--- src/rtl/i2s_rx.sv ---
// I2S receive deserializer: synchronizes BCLK/LRCLK/SDATA, assembles 24-bit L/R pairs
// and presents them on a valid/ready port. Optional peak meter enabled by I2S_RX_PEAK_EN.
module i2s_rx #(
    parameter int WIDTH       = 24,
    parameter int SYNC_STAGES = 2
) (
    input  logic             clk,
    input  logic             rst,
    input  logic             bclk_i,
    input  logic             lrclk_i,
    input  logic             sdata_i,
    output logic             out_valid,
    input  logic             out_ready,
    output logic [WIDTH-1:0] out_l,
    output logic [WIDTH-1:0] out_r,
    output logic             overrun,
    output logic             frame_err,
    output logic [7:0]       peak
);
    localparam int CW = $clog2(WIDTH + 1);

    typedef enum logic [1:0] {IDLE, SHIFT, PAD} state_t;

    logic [SYNC_STAGES-1:0] bclk_sync_q, bclk_sync_d;
    logic [SYNC_STAGES-1:0] lr_sync_q, lr_sync_d;
    logic [SYNC_STAGES-1:0] sd_sync_q, sd_sync_d;
    logic                   bclk_prev_q, bclk_prev_d;
    logic                   primed_q, primed_d;
    logic                   lr_prev_q, lr_prev_d;
    state_t                 state_q, state_d;
    logic                   chan_q, chan_d;
    logic [CW-1:0]          cnt_q, cnt_d;
    logic [WIDTH-1:0]       shreg_q, shreg_d;
    logic [WIDTH-1:0]       hold_l_q, hold_l_d;
    logic                   have_l_q, have_l_d;
    logic                   out_valid_q, out_valid_d;
    logic [WIDTH-1:0]       out_l_q, out_l_d;
    logic [WIDTH-1:0]       out_r_q, out_r_d;
    logic                   overrun_q, overrun_d;
    logic                   frame_err_q, frame_err_d;

    logic             bclk_s, lr_s, sd_s, rise, slot_start, word_done, load;
    logic [WIDTH-1:0] word;

    assign bclk_s     = bclk_sync_q[SYNC_STAGES-1];
    assign lr_s       = lr_sync_q[SYNC_STAGES-1];
    assign sd_s       = sd_sync_q[SYNC_STAGES-1];
    assign rise       = bclk_s & ~bclk_prev_q;
    // The first rise after reset only primes lr_prev, so a slot already in progress is never taken as a start.
    assign slot_start = rise & primed_q & (lr_s != lr_prev_q);
    assign word       = {shreg_q[WIDTH-2:0], sd_s};

    always_comb begin
        bclk_sync_d = {bclk_sync_q[SYNC_STAGES-2:0], bclk_i};
        lr_sync_d   = {lr_sync_q[SYNC_STAGES-2:0], lrclk_i};
        sd_sync_d   = {sd_sync_q[SYNC_STAGES-2:0], sdata_i};
        bclk_prev_d = bclk_s;
        primed_d    = primed_q;
        lr_prev_d   = lr_prev_q;
        state_d     = state_q;
        chan_d      = chan_q;
        cnt_d       = cnt_q;
        shreg_d     = shreg_q;
        hold_l_d    = hold_l_q;
        have_l_d    = have_l_q;
        out_valid_d = out_valid_q;
        out_l_d     = out_l_q;
        out_r_d     = out_r_q;
        overrun_d   = 1'b0;
        frame_err_d = frame_err_q;
        word_done   = 1'b0;
        load        = 1'b0;

        if (rise) begin
            primed_d  = 1'b1;
            lr_prev_d = lr_s;
            if (slot_start) begin
                if (state_q == SHIFT)
                    frame_err_d = 1'b1;
                chan_d  = lr_s;
                cnt_d   = '0;
                state_d = SHIFT;
            end else if (state_q == SHIFT) begin
                shreg_d = word;
                cnt_d   = cnt_q + CW'(1);
                if (cnt_q == CW'(WIDTH - 1)) begin
                    word_done = 1'b1;
                    state_d   = PAD;
                end
            end
        end

        if (word_done) begin
            if (!chan_q) begin
                hold_l_d = word;
                have_l_d = 1'b1;
            end else begin
                have_l_d = 1'b0;
                load     = have_l_q;
            end
        end

        if (load) begin
            out_l_d     = hold_l_q;
            out_r_d     = word;
            out_valid_d = 1'b1;
            overrun_d   = out_valid_q & ~out_ready;
        end else if (out_valid_q && out_ready) begin
            out_valid_d = 1'b0;
        end
    end

    always_ff @(posedge clk or posedge rst) begin
        if (rst) begin
            bclk_sync_q <= '0;
            lr_sync_q   <= '0;
            sd_sync_q   <= '0;
            bclk_prev_q <= 1'b0;
            primed_q    <= 1'b0;
            lr_prev_q   <= 1'b0;
            state_q     <= IDLE;
            chan_q      <= 1'b0;
            cnt_q       <= '0;
            shreg_q     <= '0;
            hold_l_q    <= '0;
            have_l_q    <= 1'b0;
            out_valid_q <= 1'b0;
            out_l_q     <= '0;
            out_r_q     <= '0;
            overrun_q   <= 1'b0;
            frame_err_q <= 1'b0;
        end else begin
            bclk_sync_q <= bclk_sync_d;
            lr_sync_q   <= lr_sync_d;
            sd_sync_q   <= sd_sync_d;
            bclk_prev_q <= bclk_prev_d;
            primed_q    <= primed_d;
            lr_prev_q   <= lr_prev_d;
            state_q     <= state_d;
            chan_q      <= chan_d;
            cnt_q       <= cnt_d;
            shreg_q     <= shreg_d;
            hold_l_q    <= hold_l_d;
            have_l_q    <= have_l_d;
            out_valid_q <= out_valid_d;
            out_l_q     <= out_l_d;
            out_r_q     <= out_r_d;
            overrun_q   <= overrun_d;
            frame_err_q <= frame_err_d;
        end
    end

    assign out_valid = out_valid_q;
    assign out_l     = out_l_q;
    assign out_r     = out_r_q;
    assign overrun   = overrun_q;
    assign frame_err = frame_err_q;

`ifdef I2S_RX_PEAK_EN
    logic [7:0]       peak_q, peak_d;
    logic [WIDTH-1:0] mag;
    logic [7:0]       word_pk;

    always_comb begin
        mag     = word[WIDTH-1] ? (~word + WIDTH'(1)) : word;
        // Only the most-negative code still has its MSB set after negation; it saturates.
        word_pk = mag[WIDTH-1] ? 8'hFF : mag[WIDTH-1:WIDTH-8];
        peak_d  = peak_q;
        if (out_valid_q && out_ready)
            peak_d = word_done ? word_pk : 8'h00;
        else if (word_done && (word_pk > peak_q))
            peak_d = word_pk;
    end

    always_ff @(posedge clk or posedge rst) begin
        if (rst)
            peak_q <= 8'h00;
        else
            peak_q <= peak_d;
    end

    assign peak = peak_q;
`else
    assign peak = 8'h00;
`endif

endmodule

--- config.mk ---
export PLATFORM = sky130hd
export DESIGN_NAME = i2s_rx
export DESIGN_NICKNAME = d
export VERILOG_FILES = /design/src/rtl/i2s_rx.sv
export SDC_FILE = /design/constraint.sdc
export NUM_CORES = 1
export LEC_CHECK = 0
export BUFFER_PORTS_ARGS = -buffer_cell sky130_fd_sc_hd__buf_2
export CORE_MARGIN = 5
export CORE_UTILIZATION = 63
export CTS_BUF_LIST = sky130_fd_sc_hd__clkbuf_8
export CTS_CLUSTER_DIAMETER = 30
export DETAILED_ROUTE_END_ITERATION = 7
export GPL_TIMING_DRIVEN = 0
export PLACE_DENSITY = 0.87
export SKIP_LAST_GASP = 1
export SYNTH_ARGS = -nofsm -noshare
export SYNTH_HDL_FRONTEND = slang
export SYNTH_SLANG_ARGS = --single-unit
--- constraint.sdc ---
create_clock -name clk -period 9.5 [get_ports clk]
set_input_delay 1.9 -clock clk [delete_from_list [all_inputs] [get_ports clk]]
set_output_delay 1.9 -clock clk [all_outputs]
set_load 0.005 [all_outputs]
==> flow_metrics.py <==
metrics = {
    "run_status": {
        "status": "finished, final reports clean",
    },
    "sta": {
        "setup_slack_ns": 6.65,
        "setup-tns-final_ns": 0,
        "maxSlewHeadroom_pct": 65.6,
        "fmaxAchievable_ghz": 0.351,
        "setup_viol": 0,
        "fin_skew_ns": 0.0100,
        "slew_violations": 0,
        "final-hold-violation-count": 0,
        "worstMarginPinSlew_ns": 0.513,
        "rsz0062_at_grt": "no",
        "finalCritPeriodShare_pct": 30.0,
        "period_needed_ns": 2.85,
    },
    "floorplanning": {
        "num_io_pins": 65,
        "die_area_um2": 9000,
        "die_height_um": 94.9,
        "die_w_um": 94.9,
        "initial_core_util_pct": 63.6,
        "core_um2": 7140,
        "placementRows": 31,
    },
    "synthesis": {
        "async_reset_ff_share_pct": 100,
        "synth_seq_cells": 116,
        "syn_area_per_cell_um2": 16.3,
        "synth-edff-count": 0,
        "ys_seq_area_share_pct": 63.9,
        "netlist_instances": 279,
        "syn_area_um2": 4540,
        "synth.distinct_cells": 35,
        "ys.flop_type": "dfrtp_1",
        "synth_warnings": 0,
    },
    "clock_tree": {
        "cts-root-buf": "clkbuf_8",
        "clockBufferDepth": 2,
        "cts_hold_buf": 0,
        "cts_tree": "yes",
        "cts_max_level": 4,
        "post_cts_buffers": 0,
        "ctsResizeCount": 0,
        "worst_setup_hold_path_clk_slew_ns": 0.07,
        "clk-insertion-delay-late_ns": 0.42,
        "numCtsBuffers": 17,
        "clock_sinks": 116,
    },
    "critical_path": {
        "critPathBufInv": 1,
        "critPathKind": "flop to output port",
        "rr_worst_depth": 6,
        "critical_path_arrival_ns": 0.95,
        "cpMaxStageDelayCell": "dfrtp_1",
        "cp_num_cells": 1,
        "critPathTopFamily": "flip-flops",
        "worst_setup_path_endpoint": "out_l[4]",
        "r2r_start": "cnt_q[0]",
        "r2r_slack_ns": 7.38,
        "cp.required_ns": 7.60,
        "endpoint_kind": "output port",
        "cp_max_fo": 2,
        "cp-start-kind": "flop",
        "r2r_end": "out_r[14]",
        "slowest_delay_ns": 0.40,
        "crit_chain": "buf_2",
        "crit_path_start": "out_l[4]",
    },
    "route": {
        "first_pass_iters": 4,
        "detail_route.vias_per_cell": 5.16,
        "wl_per_cell_um": 16.7,
        "dr.first_iter.drc_count": 94,
        "via_count": 2448,
        "postRouteAntennaNets": 0,
        "drc": 0,
        "wl_um": 7900,
    },
    "run": {
        "maxCapViolations": 0,
    },
    "finish": {
        "layout.nets": 369,
        "insertedDiodeCount": 0,
        "post-route-cell-area_um2": 5410,
        "area_growth_pct": 19.2,
        "drive_gt1_share_pct": 53.3,
    },
    "global_route": {
        "antenna_found_initial": 0,
        "overflow": 0,
        "grt_pass1_vias": 2657,
        "grt_pass1_wl_um": 13300,
        "grt_usage_pct": 20.1,
        "grt_start_max_net_pins": 78,
    },
    "placed_design": {
        "dp_hpwl_um": 5140,
        "numPortBuffers": 56,
        "post_dp_cell_area_um2": 5000,
        "dpl_worst_slack_ns": 6.79,
        "gp_congestion": 0.762,
    },
    "pwr": {
        "finalPower_mw": 1.08,
        "power_density_nw_per_um2": 200,
        "ir_worst_vdd_uv": 113,
        "leakagePower_nw": 2.93,
    },
    "min_path": {
        "hp-class": "flop to flop",
        "min_delay_path_depth": 0,
    },
}
==> per-stage QoR <==
step | hold slack [ns] | instances | utilization, %
final | 0.350 | 474 | 75.8
after global routing | 0.360 | 474 | 75.8
after CTS | 0.354 | 474 | 75.8
after detailed placement | 0.339 | 442 | 70.1
after global placement | 0.332 | 441 | 69.6
after floorplan | 0.331 | 286 | -
==> sequential cells by signal, summed over array words and instances, names as in the netlist, 2 cells and up <==
name,flops
bclk_sync_q,2
cnt_q,5
hold_l_q,24
lr_sync_q,2
out_l,24
out_r,24
sd_sync_q,2
shreg_q,23
state_q,2
==> worst min path at each step <==
stage | start | endpoint | slack (ns)
3_3_place_gp | bclk_sync_q[0] | bclk_sync_q[1] | 0.33
4_1_cts | bclk_sync_q[0] | bclk_sync_q[1] | 0.35
6_report | bclk_sync_q[0] | bclk_sync_q[1] | 0.35
3_5_place_dp | bclk_sync_q[0] | bclk_sync_q[1] | 0.34
5_1_grt | bclk_sync_q[0] | bclk_sync_q[1] | 0.36
2_1_floorplan | bclk_sync_q[0] | bclk_sync_q[1] | 0.33
==> cell usage in the layout, fill, tap and decap left out, types with 2 or more instances in the layout <==
cell	n
clkbuf_8	20
a21o_1	2
conb_1	8
clkinv_2	6
buf_2	59
o21ai_0	6
bufinv_16	3
or2_2	2
buf_6	5
nor2_1	2
nand2_1	3
or3_1	2
mux2_1	9
inv_1	5
mux2_2	68
a21oi_1	5
dfrtp_1	116
xnor2_1	2
mux2_4	19
nand2b_1	2
buf_4	11
==> worst register-to-register path, stage by stage (launching register included) <==
cell and delay, ns:
dfrtp_1 0.40, ha_1 0.21, nand4b_1 0.25, a2111oi_4 0.39, buf_6 0.22, buf_6 0.19, mux2_1 0.35
==> final cells by class <==
| cell class | count | area, um^2 |
|---|---|---|
| fillers | 459 | 1730 |
| clock buffers | 20 | 275 |
| plain buffers | 19 | 154 |
| inverters | 4 | 17.5 |
| well taps | 99 | 124 |
| repair buffers | 57 | 308 |
| multi-input cells | 147 | 1490 |
| clock inverters | 12 | 136 |
| flip-flops and latches | 116 | 2900 |
==> cell usage after synthesis (2+ instances only) <==
cell	instances	share of area, %
a21o_1	2	0.33
a21oi_1	5	0.55
nand2b_1	2	0.28
mux2_2	68	17
o21ai_0	6	0.66
nor2_1	2	0.17
buf_6	5	1.2
mux2_1	9	2.2
or2_2	2	0.28
dfrtp_1	116	64
or3_1	2	0.28
buf_2	3	0.33
mux2_4	19	6.3
xnor2_1	2	0.39
nand2_1	3	0.25
buf_4	11	1.8
inv_1	4	0.33
==> report_power, final <==
group / switching (mW) / internal (mW) / leakage (nW) / total (mW)
registers: 0.0314 / 0.526 / 1.56 / 0.558
clock network: 0.183 / 0.276 / 0.224 / 0.459
logic: 0.0306 / 0.0346 / 1.14 / 0.0653
total: 0.245 / 0.837 / 2.93 / 1.08
==> cells by family (layout without fill, tap and decap cells) <==
kind of cell	after synthesis	count (layout)	share of synthesized area, %
flip-flops	116	116	63.9
AO/OA/AOI/OAI	18	18	2.87
multiplexers	97	97	25.6
AND/OR/NAND/NOR	20	20	2.92
other	1	8	0.0826
buffers and inverters	23	112	3.72
adder cells (fa/ha/maj)	1	1	0.276
XOR/XNOR	3	3	0.579
==> per-layer routing <==
metal | vias to the layer above | share of wire (%) | GRT usage [%]
li1 | 1139 | - | -
met1 | 1243 | 43 | 25.5
met2 | 52 | 52 | 31.7
met3 | 14 | 3.6 | 6.77
met4 | 0 | 2.0 | 8.89
met5 | - | 0 | 0
Power figures use the tool's default switching activity.
